`config.mk`:
```
export PLATFORM = sky130hd
export DESIGN_NAME = stopwatch_timekeeper_flat
export DESIGN_NICKNAME = d
export VERILOG_FILES = /design/src/rtl/stopwatch_pkg.sv /design/src/rtl/stopwatch_timekeeper_if.sv /design/src/rtl/key_conditioner.sv /design/src/rtl/stopwatch_timekeeper.sv /design/src/flat_wrapper.sv
export SDC_FILE = /design/constraint.sdc
export NUM_CORES = 1
export LEC_CHECK = 0
export BUFFER_PORTS_ARGS = -buffer_cell sky130_fd_sc_hd__buf_2
export CAP_MARGIN = 20
export CORE_ASPECT_RATIO = 0.7
export CORE_MARGIN = 2
export CORE_UTILIZATION = 62
export CTS_CLUSTER_DIAMETER = 150
export DETAILED_ROUTE_END_ITERATION = 8
export GPL_ROUTABILITY_DRIVEN = 0
export PLACE_DENSITY = 0.82
export SLEW_MARGIN = 5
export SYNTH_ARGS = -nofsm -noshare
export SYNTH_HDL_FRONTEND = slang
export SYNTH_SLANG_ARGS = --single-unit
```
`constraint.sdc`:
```
create_clock -name CLK_50_MHz -period 5.7 [get_ports CLK_50_MHz]
set_input_delay 1.14 -clock CLK_50_MHz [delete_from_list [all_inputs] [get_ports CLK_50_MHz]]
set_output_delay 1.14 -clock CLK_50_MHz [all_outputs]
set_load 0.03 [all_outputs]
```
`src/rtl/stopwatch_pkg.sv`:
```
// Stopwatch shared types: FSM encoding, BCD digit limits,
// and the six-digit MM:SS.cc group (index 0 = cs_ones).
package stopwatch_pkg;

  typedef enum logic [1:0] {
    IDLE    = 2'd0,
    RUNNING = 2'd1,
    PAUSED  = 2'd2,
    LAP     = 2'd3
  } sw_state_e;

  localparam int NUM_DIGITS = 6;
  localparam logic [3:0] DIG_MAX9 = 4'd9;
  localparam logic [3:0] DIG_MAX5 = 4'd5;

  typedef logic [NUM_DIGITS-1:0][3:0] digits_t;

  function automatic logic [3:0] dig_limit(input int idx);
    return (idx == 3 || idx == 5) ? DIG_MAX5 : DIG_MAX9;
  endfunction

endpackage

```
`src/rtl/stopwatch_timekeeper_if.sv`:
```
// Display-side bundle of the stopwatch: six BCD digits
// plus run/lap status and the wrap pulse.
interface stopwatch_timekeeper_if;

  logic [3:0] cs_ones;
  logic [3:0] cs_tens;
  logic [3:0] s_ones;
  logic [3:0] s_tens;
  logic [3:0] m_ones;
  logic [3:0] m_tens;
  logic       running;
  logic       lap_active;
  logic       rollover;

  modport master (
    output cs_ones, cs_tens,
    output s_ones, s_tens,
    output m_ones, m_tens,
    output running, lap_active,
    output rollover
  );

  modport slave (
    input cs_ones, cs_tens,
    input s_ones, s_tens,
    input m_ones, m_tens,
    input running, lap_active,
    input rollover
  );

endinterface

```
`src/rtl/key_conditioner.sv`:
```
// Pushbutton conditioner: synchroniser, tick-paced
// debounce, single-cycle pulse on accepted press.
module key_conditioner #(
  parameter int DEBOUNCE_TICKS = 2,
  parameter int SYNC_STAGES    = 2
) (
  input  logic CLK_50_MHz,
  input  logic reset_n,
  input  logic key_n,
  input  logic tick,
  output logic press
);

  localparam int CW =
    (DEBOUNCE_TICKS > 1) ? $clog2(DEBOUNCE_TICKS) : 1;

  logic [SYNC_STAGES-1:0] sync_q;
  logic                   pressed_q;
  logic [CW-1:0]          cnt_q;
  logic                   raw_pressed;
  logic                   differ;
  logic                   accept;

  assign raw_pressed = ~sync_q[SYNC_STAGES-1];
  assign differ      = raw_pressed ^ pressed_q;
  assign accept      = tick & differ &
                       (cnt_q == CW'(DEBOUNCE_TICKS - 1));
  assign press       = accept & raw_pressed;

  // Sync chain plus disagreement run counter, advanced on tick
  always_ff @(posedge CLK_50_MHz or negedge reset_n) begin
    if (!reset_n) begin
      sync_q    <= '0;
      pressed_q <= 1'b0;
      cnt_q     <= '0;
    end else begin
      sync_q <= {sync_q[SYNC_STAGES-2:0], key_n};
      if (tick) begin
        if (!differ) begin
          cnt_q <= '0;
        end else if (accept) begin
          pressed_q <= raw_pressed;
          cnt_q     <= '0;
        end else begin
          cnt_q <= cnt_q + CW'(1);
        end
      end
    end
  end

endmodule

```
`src/rtl/stopwatch_timekeeper.sv`:
```
// Stopwatch core: 100 Hz tick detect, control FSM,
// BCD MM:SS.cc counter chain and lap-freezable display.
module stopwatch_timekeeper
  import stopwatch_pkg::*;
#(
  parameter int DEBOUNCE_TICKS = 2,
  parameter int SYNC_STAGES    = 2
) (
  input  logic CLK_50_MHz,
  input  logic reset_n,
  input  logic CLK_100Hz,
  input  logic start_stop_n,
  input  logic lap_reset_n,
  stopwatch_timekeeper_if.master sw_if
);

  logic [SYNC_STAGES-1:0] clk_sync_q;
  logic                   clk_edge_q;
  logic                   tick;
  logic                   start_p;
  logic                   lap_p;
  sw_state_e              state_q;
  sw_state_e              state_d;
  logic                   clear;
  logic                   counting;
  digits_t                live_q;
  digits_t                live_d;
  digits_t                disp_q;
  logic                   wrap;
  logic                   cy;
  logic                   rollover_q;

  assign tick = clk_sync_q[SYNC_STAGES-1] & ~clk_edge_q;

  // 100 Hz square wave sampled as data for edge detection
  always_ff @(posedge CLK_50_MHz or negedge reset_n) begin
    if (!reset_n) begin
      clk_sync_q <= '0;
      clk_edge_q <= 1'b0;
    end else begin
      clk_sync_q <= {clk_sync_q[SYNC_STAGES-2:0], CLK_100Hz};
      clk_edge_q <= clk_sync_q[SYNC_STAGES-1];
    end
  end

  key_conditioner #(
    .DEBOUNCE_TICKS(DEBOUNCE_TICKS),
    .SYNC_STAGES   (SYNC_STAGES)
  ) u_start (
    .CLK_50_MHz(CLK_50_MHz),
    .reset_n   (reset_n),
    .key_n     (start_stop_n),
    .tick      (tick),
    .press     (start_p)
  );

  key_conditioner #(
    .DEBOUNCE_TICKS(DEBOUNCE_TICKS),
    .SYNC_STAGES   (SYNC_STAGES)
  ) u_lap (
    .CLK_50_MHz(CLK_50_MHz),
    .reset_n   (reset_n),
    .key_n     (lap_reset_n),
    .tick      (tick),
    .press     (lap_p)
  );

  // Next state; start has priority over a same-cycle lap
  always_comb begin
    state_d = state_q;
    clear   = 1'b0;
    unique case (state_q)
      IDLE: begin
        if (start_p) state_d = RUNNING;
      end
      RUNNING: begin
        if (start_p)    state_d = PAUSED;
        else if (lap_p) state_d = LAP;
      end
      LAP: begin
        if (start_p)    state_d = PAUSED;
        else if (lap_p) state_d = RUNNING;
      end
      PAUSED: begin
        if (start_p) begin
          state_d = RUNNING;
        end else if (lap_p) begin
          state_d = IDLE;
          clear   = 1'b1;
        end
      end
      default: state_d = IDLE;
    endcase
  end

  assign counting = tick &
                    ((state_q == RUNNING) || (state_q == LAP));

  // Ripple-carry BCD increment over the six digits
  always_comb begin
    live_d = live_q;
    cy     = counting;
    for (int i = 0; i < NUM_DIGITS; i++) begin
      if (cy) begin
        if (live_q[i] >= dig_limit(i)) begin
          live_d[i] = 4'd0;
        end else begin
          live_d[i] = live_q[i] + 4'd1;
          cy        = 1'b0;
        end
      end
    end
    wrap = cy;
    if (clear) begin
      live_d = '0;
      wrap   = 1'b0;
    end
  end

  // State, live count, wrap pulse and display registers
  always_ff @(posedge CLK_50_MHz or negedge reset_n) begin
    if (!reset_n) begin
      state_q    <= IDLE;
      live_q     <= '0;
      disp_q     <= '0;
      rollover_q <= 1'b0;
    end else begin
      state_q    <= state_d;
      live_q     <= live_d;
      rollover_q <= wrap;
      if (state_q != LAP) disp_q <= live_q;
    end
  end

  assign sw_if.cs_ones    = disp_q[0];
  assign sw_if.cs_tens    = disp_q[1];
  assign sw_if.s_ones     = disp_q[2];
  assign sw_if.s_tens     = disp_q[3];
  assign sw_if.m_ones     = disp_q[4];
  assign sw_if.m_tens     = disp_q[5];
  assign sw_if.running    = (state_q == RUNNING) ||
                            (state_q == LAP);
  assign sw_if.lap_active = (state_q == LAP);
  assign sw_if.rollover   = rollover_q;

endmodule

```
`src/flat_wrapper.sv`:
```
// flat-port wrapper written by rule: the top's interface ports become plain ports
module stopwatch_timekeeper_flat import stopwatch_pkg::*;
#(
  parameter int DEBOUNCE_TICKS = 2,
  parameter int SYNC_STAGES    = 2
)
  (CLK_50_MHz, reset_n, CLK_100Hz, start_stop_n, lap_reset_n, sw_if_cs_ones, sw_if_cs_tens, sw_if_s_ones, sw_if_s_tens, sw_if_m_ones, sw_if_m_tens, sw_if_running, sw_if_lap_active, sw_if_rollover);
  stopwatch_timekeeper_if sw_if_i ();
  input  logic CLK_50_MHz;
  input  logic reset_n;
  input  logic CLK_100Hz;
  input  logic start_stop_n;
  input  logic lap_reset_n;
  output wire logic [$bits(sw_if_i.cs_ones)-1:0] sw_if_cs_ones;
  output wire logic [$bits(sw_if_i.cs_tens)-1:0] sw_if_cs_tens;
  output wire logic [$bits(sw_if_i.s_ones)-1:0] sw_if_s_ones;
  output wire logic [$bits(sw_if_i.s_tens)-1:0] sw_if_s_tens;
  output wire logic [$bits(sw_if_i.m_ones)-1:0] sw_if_m_ones;
  output wire logic [$bits(sw_if_i.m_tens)-1:0] sw_if_m_tens;
  output wire logic [$bits(sw_if_i.running)-1:0] sw_if_running;
  output wire logic [$bits(sw_if_i.lap_active)-1:0] sw_if_lap_active;
  output wire logic [$bits(sw_if_i.rollover)-1:0] sw_if_rollover;
  assign sw_if_cs_ones = sw_if_i.cs_ones;
  assign sw_if_cs_tens = sw_if_i.cs_tens;
  assign sw_if_s_ones = sw_if_i.s_ones;
  assign sw_if_s_tens = sw_if_i.s_tens;
  assign sw_if_m_ones = sw_if_i.m_ones;
  assign sw_if_m_tens = sw_if_i.m_tens;
  assign sw_if_running = sw_if_i.running;
  assign sw_if_lap_active = sw_if_i.lap_active;
  assign sw_if_rollover = sw_if_i.rollover;
  stopwatch_timekeeper #(.DEBOUNCE_TICKS(DEBOUNCE_TICKS), .SYNC_STAGES(SYNC_STAGES)) u_core (.CLK_50_MHz(CLK_50_MHz), .reset_n(reset_n), .CLK_100Hz(CLK_100Hz), .start_stop_n(start_stop_n), .lap_reset_n(lap_reset_n), .sw_if(sw_if_i));
endmodule
```
==> impl_metrics.yaml <==
status:
  status: "finished clean"
layout:
  fin_nets: 325
  diodes: 0
  final_area_sq_mm: 0.003296
  area_delta_synth_final_pct: 13.10
  n_fill_cell: 327
  drive_gt1_share_pct: 23.45
setup_path:
  critPathCaptureType: "output port"
  start_kind: "flop"
  rr_worst_depth: 4
  worst-path-max-fanout: 29
  critPathArrivalTime_ns: 2.13
  crit_required_ns: 4.56
  critPathKind: "flop to output port"
cts:
  numCtsBuffers: 9
  cts_tree: "done"
  cts_sinks: 62
  postCtsSetupBuffers: 0
  cts_buffer_depth: 2
  clock_latency_ns: 0.34
  cts_max_level: 3
  root_buffer: "clkbuf_8"
  cts_resized: 0
  clk_pin_slew_ns: 0.06
  cts_hold_buffers: 0
job:
  drv_cap: 0
floorplan:
  ios: 32
  die_x_um: 85.94
  design.die.area_sq_mm: 0.005273
  die_height_um: 61.36
  start_util_pct: 65.79
  row_count: 20
  core_area_sq_mm: 0.004429
global_routing:
  grt_pass1_vias: 1874
  grt_pass1_wl_um: 9211
  grt_max_degree: 63
  overflow: 0
  grt_antenna_before_repair: 0
  groute.usage.overall_pct: 23.69
drt:
  drt_iter0_markers: 196
  vias_per_cell: 5.682
  via_count: 2057
  wl_um: 5407
  antenna_left: 0
  drcViolationCount: 0
  first_pass_iters: 4
  wl_per_cell_um: 14.94
yosys:
  synthCells: 268
  synth_top_area_share_pct: 53.24
  yosysWarnings: 0
  yosysSeqAreaShare_pct: 53.24
  postSynth.asyncResetShare_pct: 100.0
  syn_nets: 291
  synthTopCellsByArea: "dfrtp_1, ha_1, nand2_1"
  synth_cell_type_count: 46
  synth_area_leader_cell: "dfrtp_1"
  syn_area_sq_mm: 0.002914
  synth-seq-cells: 62
  synth_edf_count: 0
  synth_ff_type: "dfrtp_1"
  syn_avg_cell_area_sq_um: 10.87
power_and_ir_drop:
  peakVddDrop_mv: 0.3844
  power_density_mw_per_mm2: 338.4
  finalPower_mw: 1.115
  p_leak_nw: 1.626
worst_hold_path:
  whs_path_depth: 0
  hold_class: "flop to flop"
timing:
  fin_crit_ns: 3.267
  setup_slack_ns: 2.434
  clock_skew_ns: 0.007296
  setup_viol: 0
  rsz0062_at_grt: "no"
  period_share_pct: 57.31
  fmax_mhz: 306.1
  tns_ns: 0
  hold_viol_final: 0
  finalMaxSlewViolations: 0
  slew_headroom_pct: 30.04
  worst_pin_slew_ns: 1.044
placed_design:
  place_area_sq_mm: 0.003095
  dp_slack_ns: 2.780
  hpwl_um: 3674
  portBuffers: 31
## logic make-up (layout without fill, tap and decap cells)
logic type,count (synthesis),after routing,share of synthesized area (%)
muxes,13,13,4.938
AOI/OAI and AO/OA,53,53,10.56
xor gates and xnor gates,5,5,1.503
buffers and inverters,26,65,3.907
DFF,62,62,53.24
adders and majority gates,18,18,7.729
and+or+nand+nor,91,91,18.12
## flip-flops by register name, summed over array words and instances (netlist names)
signal	count
u_core.sw_if.m_ones	4
u_core.u_lap.pressed_q	1
u_core.sw_if.s_tens	4
u_core.u_start.pressed_q	1
u_core.sw_if.rollover	1
u_core.live_q	24
u_core.sw_if.cs_tens	4
u_core.clk_edge_q	1
u_core.clk_sync_q	2
u_core.u_lap.sync_q	2
u_core.u_start.sync_q	2
u_core.sw_if.m_tens	4
u_core.u_lap.cnt_q	1
u_core.state_q	2
u_core.sw_if.cs_ones	4
u_core.sw_if.s_ones	4
u_core.u_start.cnt_q	1
## cell usage after synthesis (2+ instances only)
master	instances
a211oi_1	2
a21oi_1	15
nor3_2	2
o21ai_1	3
nor3_1	4
nor2_1	13
o21ai_0	24
or3_4	2
nand2_1	34
clkbuf_1	5
a41oi_1	5
mux2i_1	2
nor4b_1	2
or3b_2	2
buf_4	2
ha_1	18
nor2_2	2
nand3b_1	2
inv_1	17
a31o_1	2
dfrtp_1	62
xnor2_1	4
nand3_1	9
nand2b_1	4
mux2_2	10
## metal layers
layer  part of all wire, %  vias to the layer above  wire length [um]  track usage, %
li1                      -                      993                 -               -
met1                    52                      996              2828           36.73
met2                    41                       63              2221           31.45
met3                   5.7                        5               309           7.239
met4                  0.87                        0                47           8.163
met5                     0                        -                 0               0
## cell usage in the layout, fill, tap and decap left out, drive strengths merged, types with 4 or more instances in the layout
cell type	count
dfrtp	62
nand2	34
buf	32
o21ai	27
ha	18
inv	17
a21oi	15
nor2	15
clkbuf	12
mux2	11
nand3	10
nor3	6
a41oi	5
nand2b	4
xnor2	4
## critical path, stage by stage, from the launching register on
cell     delay (ns)
dfrtp_1        0.50
nand2_1        0.36
inv_1          0.61
buf_2          0.32
## worst paths after layout
kind | startpoint | to | slack [ns]
setup / recovery | u_core.state_q[0]$_DFFE_PN0P_ | sw_if_lap_active | 2.43
hold / removal | u_core.u_lap.sync_q[0]$_DFF_PN0_ | u_core.u_lap.sync_q[1]$_DFF_PN0_ | 0.35
setup reg to reg | u_core.clk_edge_q$_DFF_PN0_ | u_core.live_q[12]$_DFFE_PN0P_ | 3.55
hold reg to reg | u_core.u_lap.sync_q[0]$_DFF_PN0_ | u_core.u_lap.sync_q[1]$_DFF_PN0_ | 0.35
max in group asynchronous | reset_n | u_core.sw_if.cs_ones[0]$_DFFE_PN0P_ | 4.25
min in group asynchronous | reset_n | u_core.clk_sync_q[0]$_DFF_PN0_ | 0.94
## area by class of cell
cell class	instances	area, sq um	area share [%]
tap	55	68.82	2.088
clock buffer	12	155.1	4.708
sequential	62	1551	47.08
clock inverter	4	45.04	1.367
multi-input combinational	180	1249	37.89
inverter	17	63.81	1.936
timing repair buffer	32	162.7	4.935
## power by group
| group | internal [mW] | switching, mW |
|---|---|---|
| Clock | 0.224 | 0.161 |
| Sequential | 0.486 | 0.0471 |
| Combinational | 0.0688 | 0.129 |
| Total | 0.778 | 0.337 |
## per-stage QoR
| stage | std cells | hold slack (ns) | util (%) |
|---|---|---|---|
| CTS | 362 | 0.3509 | 74.41 |
| detailed placement | 346 | 0.3355 | 69.89 |
| finish | 362 | 0.3499 | 74.41 |
| global route | 362 | 0.3529 | 74.41 |
| floorplan | 268 | 0.3312 | - |
| global placement | 346 | 0.3332 | 69.89 |
Power figures use the tool's default switching activity.
